<file path="src/rtl/aes_pkg.sv">
// Shared AES types, FSM encoding and GF(2^8) constant-multiply helper for the
// column-serial InvMixColumns engine.
package aes_pkg;

  typedef logic [127:0] state_t;
  typedef logic [31:0]  col_t;

  typedef enum logic [1:0] {
    IDLE = 2'd0,
    BUSY = 2'd1,
    DONE = 2'd2
  } fsm_t;

  localparam logic [7:0] GF_RED = 8'h1B;

  function automatic logic [7:0] xtime(input logic [7:0] a);
    return {a[6:0], 1'b0} ^ (a[7] ? GF_RED : 8'h00);
  endfunction

  // Constant coefficients are at most 4 bits wide (9, b, d, e), so four
  // doublings cover every term; synthesis folds this into a byte LUT.
  function automatic logic [7:0] gf_mul_const(input logic [7:0] a, input logic [3:0] k);
    logic [7:0] p;
    logic [7:0] acc;
    p   = a;
    acc = 8'h00;
    for (int i = 0; i < 4; i++) begin
      if (k[i]) acc = acc ^ p;
      p = xtime(p);
    end
    return acc;
  endfunction

endpackage

</file>
<file path="src/rtl/inv_mix_columns_seq_if.sv">
// Block-level valid/ready bus of the InvMixColumns engine: state in, state out.
interface inv_mix_columns_seq_if;
  import aes_pkg::*;

  logic   in_valid;
  logic   in_ready;
  state_t in_state;
  logic   out_valid;
  logic   out_ready;
  state_t out_state;

  modport master (
    output in_valid, in_state, out_ready,
    input  in_ready, out_valid, out_state
  );

  modport slave (
    input  in_valid, in_state, out_ready,
    output in_ready, out_valid, out_state
  );
endinterface

</file>
<file path="src/rtl/inv_mix_column_word.sv">
// Combinational InvMixColumns of one 32-bit column (s0 in the MSB byte).
module inv_mix_column_word
  import aes_pkg::*;
(
  input  col_t col_in,
  output col_t col_out
);
  logic [7:0] s  [4];
  logic [7:0] m9 [4];
  logic [7:0] mb [4];
  logic [7:0] md [4];
  logic [7:0] me [4];

  for (genvar gi = 0; gi < 4; gi++) begin : g_byte
    assign s[gi] = col_in[31-8*gi -: 8];

    mul_by_9 u_m9 (.a(s[gi]), .y(m9[gi]));
    mul_by_b u_mb (.a(s[gi]), .y(mb[gi]));
    mul_by_d u_md (.a(s[gi]), .y(md[gi]));
    mul_by_e u_me (.a(s[gi]), .y(me[gi]));

    // Row gi of the circulant matrix [e b d 9] rotated right by gi.
    assign col_out[31-8*gi -: 8] = me[gi] ^ mb[(gi+1)%4] ^ md[(gi+2)%4] ^ m9[(gi+3)%4];
  end
endmodule

</file>
<file path="src/rtl/mul_by_9.sv">
// GF(2^8) multiply by 0x09.
module mul_by_9
  import aes_pkg::*;
(
  input  logic [7:0] a,
  output logic [7:0] y
);
  assign y = gf_mul_const(a, 4'h9);
endmodule

</file>
<file path="src/rtl/mul_by_b.sv">
// GF(2^8) multiply by 0x0b.
module mul_by_b
  import aes_pkg::*;
(
  input  logic [7:0] a,
  output logic [7:0] y
);
  assign y = gf_mul_const(a, 4'hb);
endmodule

</file>
<file path="src/rtl/mul_by_d.sv">
// GF(2^8) multiply by 0x0d.
module mul_by_d
  import aes_pkg::*;
(
  input  logic [7:0] a,
  output logic [7:0] y
);
  assign y = gf_mul_const(a, 4'hd);
endmodule

</file>
<file path="src/rtl/mul_by_e.sv">
// GF(2^8) multiply by 0x0e.
module mul_by_e
  import aes_pkg::*;
(
  input  logic [7:0] a,
  output logic [7:0] y
);
  assign y = gf_mul_const(a, 4'he);
endmodule

</file>
<file path="src/rtl/inv_mix_columns_seq.sv">
// Column-serial AES InvMixColumns: load a state, transform one column per cycle,
// then hold the result until downstream takes it.
module inv_mix_columns_seq
  import aes_pkg::*;
(
  input logic             clk,
  input logic             rst_n,
  inv_mix_columns_seq_if.slave bus
);
  fsm_t       state_fsm;
  state_t     state_q;
  state_t     state_next;
  logic [1:0] col_q;
  logic       out_valid_q;
  col_t       cols [4];
  col_t       col_in;
  col_t       col_out;

  for (genvar gi = 0; gi < 4; gi++) begin : g_col
    assign cols[gi] = state_q[127-32*gi -: 32];
    assign state_next[127-32*gi -: 32] = (col_q == 2'(gi)) ? col_out : cols[gi];
  end

  assign col_in = cols[col_q];

  inv_mix_column_word u_col (
    .col_in  (col_in),
    .col_out (col_out)
  );

  assign bus.in_ready  = (state_fsm == IDLE) | ((state_fsm == DONE) & bus.out_ready);
  assign bus.out_valid = out_valid_q;
  assign bus.out_state = state_q;

  always_ff @(posedge clk or negedge rst_n) begin
    if (!rst_n) begin
      state_fsm   <= IDLE;
      state_q     <= '0;
      col_q       <= 2'd0;
      out_valid_q <= 1'b0;
    end else begin
      case (state_fsm)
        IDLE: begin
          if (bus.in_valid) begin
            state_q   <= bus.in_state;
            col_q     <= 2'd0;
            state_fsm <= BUSY;
          end
        end
        BUSY: begin
          state_q <= state_next;
          col_q   <= col_q + 2'd1;
          if (col_q == 2'd3) begin
            state_fsm   <= DONE;
            out_valid_q <= 1'b1;
          end
        end
        DONE: begin
          if (bus.out_ready) begin
            out_valid_q <= 1'b0;
            // Output handshake and next accept share this edge.
            if (bus.in_valid) begin
              state_q   <= bus.in_state;
              col_q     <= 2'd0;
              state_fsm <= BUSY;
            end else begin
              state_fsm <= IDLE;
            end
          end
        end
        default: begin
          state_fsm   <= IDLE;
          out_valid_q <= 1'b0;
        end
      endcase
    end
  end
endmodule

</file>
<file path="src/flat_wrapper.sv">
// flat-port wrapper written by rule: the top's interface ports become plain ports
module inv_mix_columns_seq_flat import aes_pkg::*;
  (clk, rst_n, bus_in_valid, bus_in_state, bus_out_ready, bus_in_ready, bus_out_valid, bus_out_state);
  inv_mix_columns_seq_if bus_i ();
  input logic clk;
  input logic rst_n;
  input wire logic [$bits(bus_i.in_valid)-1:0] bus_in_valid;
  input wire logic [$bits(bus_i.in_state)-1:0] bus_in_state;
  input wire logic [$bits(bus_i.out_ready)-1:0] bus_out_ready;
  output wire logic [$bits(bus_i.in_ready)-1:0] bus_in_ready;
  output wire logic [$bits(bus_i.out_valid)-1:0] bus_out_valid;
  output wire logic [$bits(bus_i.out_state)-1:0] bus_out_state;
  assign bus_i.in_valid = bus_in_valid;
  assign bus_i.in_state = bus_in_state;
  assign bus_i.out_ready = bus_out_ready;
  assign bus_in_ready = bus_i.in_ready;
  assign bus_out_valid = bus_i.out_valid;
  assign bus_out_state = bus_i.out_state;
  inv_mix_columns_seq u_core (.clk(clk), .rst_n(rst_n), .bus(bus_i));
endmodule
</file>
<file path="config.mk">
export PLATFORM = sky130hd
export DESIGN_NAME = inv_mix_columns_seq_flat
export DESIGN_NICKNAME = d
export VERILOG_FILES = /design/src/rtl/aes_pkg.sv /design/src/rtl/inv_mix_columns_seq_if.sv /design/src/rtl/inv_mix_column_word.sv /design/src/rtl/mul_by_9.sv /design/src/rtl/mul_by_b.sv /design/src/rtl/mul_by_d.sv /design/src/rtl/mul_by_e.sv /design/src/rtl/inv_mix_columns_seq.sv /design/src/flat_wrapper.sv
export SDC_FILE = /design/constraint.sdc
export NUM_CORES = 1
export LEC_CHECK = 0
export ABC_AREA = 0
export CORE_AREA = 2 2 123 149
export DETAILED_ROUTE_END_ITERATION = 8
export DIE_AREA = 0 0 125 151
export GPL_ROUTABILITY_DRIVEN = 0
export MAX_ROUTING_LAYER = met4
export PLACE_DENSITY = 0.9
export SYNTH_ARGS = -nofsm -noshare
export SYNTH_HDL_FRONTEND = slang
export SYNTH_SLANG_ARGS = --single-unit
export TNS_END_PERCENT = 1
</file>
<file path="constraint.sdc">
create_clock -name clk -period 7.39 [get_ports clk]
set_input_delay 1.1085 -clock clk [delete_from_list [all_inputs] [get_ports clk]]
set_output_delay 1.1085 -clock clk [all_outputs]
set_load 0.02 [all_outputs]
</file>
Word-level counts from Yosys, hierarchy flattened

Cells that the tools add are included.

Memory bits (writable): 0
Logic and storage cells: 119
Register bits after elaboration: 133
Bits in latches: 0
Bits in read-only memories: 0
Output and inout bits: 130
Input port bits: 132
Memories kept: 0

Div/mod/pow operators: 0
Equal/unequal tests: 11
Multiplexer cells: 33
Reduce and logical (&&, ||, !) cells: 10
Bitwise logic cells: 56
Multipliers: 0
Shift operators: 0
Add/sub/neg operators: 1
$lt $le $gt $ge: 1

Operator list:

| kind                | count |
|---|---|
| $pmux 128 s3        | 1 |
| $xor 8x8->8         | 48 |
| $mux 128            | 2 |
| $mux 32             | 6 |
| $bmux 32 s2         | 1 |
| $mux 5              | 12 |
| $xor 8x5->8         | 4 |
| $reduce_and 3->1    | 6 |
| $pmux 2 s3          | 2 |
| $mux 2              | 5 |
| $ne 2x1->1 const B  | 4 |
| $eq 2x2->1 const B  | 3 |
| $eq 2x1->1 const B  | 2 |
| $logic_not 2->1     | 2 |
| $ne 2x2->1 const B  | 2 |
| $ge 3x3->1 const B  | 1 |
| $mux 1              | 3 |
| $not 2->3           | 1 |
| $pmux 1 s3          | 1 |
| $reduce_bool 3->1   | 1 |
| $add 2x1->2 const B | 1 |
| $reduce_and 2->1    | 1 |
| $and 1x1->1         | 1 |
| $not 1->1           | 1 |
| $or 1x1->1          | 1 |

Logic depth before layout (Yosys ltp)

Depth after elaboration: 16
Depth in mapped cells: 11

By module

Synthesis repeated with hierarchy kept, for this count alone.

Cell total of the unflattened synthesis: 988
Area total of the unflattened synthesis: 10,919.2 um^2

By module, submodules not included:

| module              | times used | cells an instance | area each (um^2) |
|---|---|---|---|
| inv_mix_columns_seq | 1          | 656               | 7,380.8 |
| inv_mix_column_word | 1          | 96                | 840.8 |
| mul_by_d            | 4          | 16                | 196.4 |
| mul_by_b            | 4          | 16                | 188.9 |
| mul_by_e            | 4          | 15                | 161.4 |
| mul_by_9            | 4          | 12                | 127.6 |

Worst setup path before layout

OpenSTA, ideal clock, no wires.

Path type: register to register
Start point: register u_core.col_q[0]
End point: register u_core.state_q[3], in the netlist u_core.bus.out_state[3]
Arrival: 2.799 ns
Buffers on the path: 2
Setup slack: 4.453 ns
Clock period less this slack: 2.937 ns
Setup time: 0.138 ns
Required time: 7.252 ns
Cell stages (with the launch flop): 10
Cell sequence: dfrtp_1 buf_6 mux4_1 buf_2 xnor3_2 xnor3_1 xnor2_2 xnor3_1 nand2_2 a31oi_1

Word-level cells in the longest chain between the ends: 14

Ends and longest elaborated chain:

| element                                      | line                      | text |
|---|---|---|
| start: declaration                           | inv_mix_columns_seq.sv:13 | `logic [1:0] col_q;` |
| start signal: assignment                     | inv_mix_columns_seq.sv:52 | `col_q <= col_q + 2'd1;` |
| $not 2->3 (implied by the code)              | inv_mix_columns_seq.sv:24 | `assign col_in = cols[col_q];` |
| $bmux 32 s2                                  | inv_mix_columns_seq.sv:24 |  |
| $mux 32 (implied by the code) (2 in a row)   | inv_mix_columns_seq.sv:24 |  |
| $xor 8x5->8 / $mux 5 (equally long branches) | n/a                       |  |
| $mux 5 (tied with other cells)               | aes_pkg.sv:17             | `return {a[6:0], 1'b0} ^ (a[7] ? GF_RED : 8'h00);` |
| $xor 8x8->8 (tied with other cells)          | aes_pkg.sv:17             |  |
| $xor 8x8->8, on equally long branches        | n/a                       |  |
| $xor 8x8->8                                  | aes_pkg.sv:28             | `if (k[i]) acc = acc ^ p;` |
| $xor 8x8->8 (3 in a row)                     | inv_mix_column_word.sv:23 | `assign col_out[31-8*gi -: 8] = me[gi] ^ mb[(gi+1)%4] ^ md[(gi+2)%4] ^ m9[(gi+3)%4];` |
| $mux 32                                      | inv_mix_columns_seq.sv:21 | `assign state_next[127-32*gi -: 32] = (col_q == 2'(gi)) ? col_out : cols[gi];` |
| $pmux 128 s3                                 | inv_mix_columns_seq.sv:42 | `case (state_fsm)` |
| end signal: assignment                       | inv_mix_columns_seq.sv:45 | `state_q <= bus.in_state;` |
| end signal: assignment                       | inv_mix_columns_seq.sv:51 | `state_q <= state_next;` |
| end signal: assignment                       | inv_mix_columns_seq.sv:63 | `state_q <= bus.in_state;` |
| end: declaration                             | inv_mix_columns_seq.sv:11 | `state_t state_q;` |

Several ways; a longest one is shown, not always the timed one. The select of a mux whose other input is x is not followed.
A chain may end at the register's enable or synchronous reset.

Final worst setup path

Start point: register u_core.col_q[1]
End point: register u_core.state_q[35], in the netlist u_core.bus.out_state[35]

The elaborated chain is that of the path after synthesis.

==> flow_summary.ini <==
[global_routing]
grt_pass1_wl_um = 49000
grt_max_degree = 73
grt_pass1_vias = 8428
grt_usage_pct = 35.15
grt_antenna_before_repair = 0
grt-ovfl-total = 0

[min_path]
hold_class = reg2reg

[run_status]
status = completed

[floorplanning]
die_w_um = 125
coreArea_um2 = 17370
design.die.area_um2 = 18880
start_util_pct = 51.35
rows = 53
pin_count = 262
fp.dieH_um = 151

[yosys]
synth-async-reset-ratio_pct = 100.0
yosys.cell_types.count = 39
synth_edf_count = 0
yosysSeqAreaShare_pct = 37.31
syn_area_um2 = 8921
ys.flop_type = dfrtp_1
synth_nets = 1007
synthCells = 871
ys_warn_count = 0
yosys.area.top_type = dfrtp_1
synth_area_per_cell_um2 = 10.24
ys_ff_latch = 133
synth_area_leaders = dfrtp_1 37%, xnor2_1 10%, a31oi_1 8.3%
synth_top_cell_area_share_pct = 37.31

[detailed_routing]
viasPerCell = 6.185
routed_wirelength_um = 32120
first_iter_violations = 821
dr.pass1.iters = 6
ant_nets = 0
vias = 8208
drc_errors = 0
wl_per_cell_um = 24.20

[timing]
clock.fmax_mhz = 245.9
grt_setup_unrepaired = false
period_share_pct = 55.02
hold_viol_final = 0
setup_viol_count_final = 0
fin_setup_tns_ns = 0
tightest_slew_ns = 0.9199
period_needed_ns = 4.066
maxSlewHeadroom_pct = 38.67
fin_skew_ns = 0.01207
drv_slew = 0

[cts]
path_clk_slew_ns = 0.06
cts_tree = done
cts-resized-gates = 0
post_cts_buffers = 0
numCtsBuffers = 17
clkSinkCount = 133
cts_max_path_buffers = 2
htreeDepth = 4
root_buffer = clkbuf_16
insertion_delay_ns = 0.43
hold_buffers = 0

[worst_setup_path]
cp_max_fo = 22
crit_type = reg2reg
timing.reg2reg.setup_slack_ns = 3.32
startpoint_type = register
cp.arrival_ns = 4.33
cp-end-kind = register
crit_required_ns = 7.65

[final_layout]
nets = 1229
layout_commonest_cell = clkdlybuf4s50_1
nFillCells = 1147
mostFrequentLayoutCells = 260 x clkdlybuf4s50_1, 150 x nand2_1, 135 x nor2_1
syn_to_final_growth_pct = 35.05
drive_above_1_share_pct = 8.680

[job]
drv_cap = 0

[placement]
hpwl_um = 22680
portBuffers = 261
-- flip-flops by register name, indices dropped and copies added (netlist names) --
register / count
u_core.state_fsm: 2
u_core.bus.out_valid: 1
u_core.bus.out_state: 128
u_core.col_q: 2
-- cell usage after synthesis, types with 4 or more instances --
master and n:
buf_1 5, nor2_1 135, mux4_2 23, o21a_1 5, a31oi_1 119, xnor2_1 103, dfrtp_1 133, xnor3_1 33
clkbuf_8 6, buf_2 9, xnor2_2 12, buf_6 8, a21oi_1 19, clkbuf_1 36, ha_1 4, o21ai_0 5
nand2_1 150, mux4_1 8, xor2_1 27
-- cells by family after synthesis --
kind of cell	Yosys count	synth area share, %
simple gates	298	13.09
xor+xnor	184	25.57
compound gates	150	10.35
buf+inv	70	4.684
flops	133	37.31
mux	32	8.443
fa+ha+maj	4	0.5610
-- critical path: stages, from the launching register on --
cell,delay [ns]
dfrtp_1,0.82
buf_4,0.45
mux4_2,0.70
xnor3_2,0.51
xnor3_1,0.47
xnor2_2,0.26
xnor3_1,0.46
nand2_2,0.12
a31oi_1,0.10
-- final timing paths --
kind / from / end / cells after the start
setup / recovery: u_core.col_q[1] / u_core.bus.out_state[35] / 8
hold / removal: u_core.bus.out_valid / u_core.bus.out_valid / 2
setup reg to reg: u_core.col_q[1] / u_core.bus.out_state[35] / 8
hold reg to reg: u_core.bus.out_valid / u_core.bus.out_valid / 2
max in group asynchronous: rst_n / u_core.bus.out_state[97] / 2
min in group asynchronous: rst_n / u_core.bus.out_state[52] / 1
-- stage by stage --
stage / instance area [um2] / utilization, % / hold slack (ns) / worst slack, ns / cells
after CTS: 12050 / 69.33 / 0.5426 / 3.419 / 1326
after global placement: 11480 / 66.10 / 0.5030 / 3.618 / 1294
after detailed placement: 11480 / 66.10 / 0.5114 / 3.520 / 1294
final: 12050 / 69.34 / 0.5375 / 3.324 / 1327
after global routing: 12050 / 69.33 / 0.5893 / 3.323 / 1326
after floorplan: 8921 / - / 0.5077 / 4.453 / 871
-- per-layer routing --
layer  vias to the layer above  share of wire, %  track usage, %
met5                         -                 0               -
met4                         0               6.9           22.28
met3                       172               9.5           8.089
met2                       611                50           57.39
met1                      3970                33           39.37
li1                       3455                 -               -
-- area by class of cell --
cell class	count	area (um2)	area share [%]
Multi-Input combinational cell	668	5190	43.08
Sequential cell	133	3329	27.64
Timing Repair Buffer	270	2678	22.22
Clock buffer	21	460.4	3.822
Tap cell	220	275.3	2.285
Clock inverter	11	101.3	0.8412
Inverter	3	11.26	0.09347
Antenna cell	1	2.502	0.02077
Power is not shown: default switching activity piles up to over one toggle a cycle in this logic, so the estimate is an artifact.
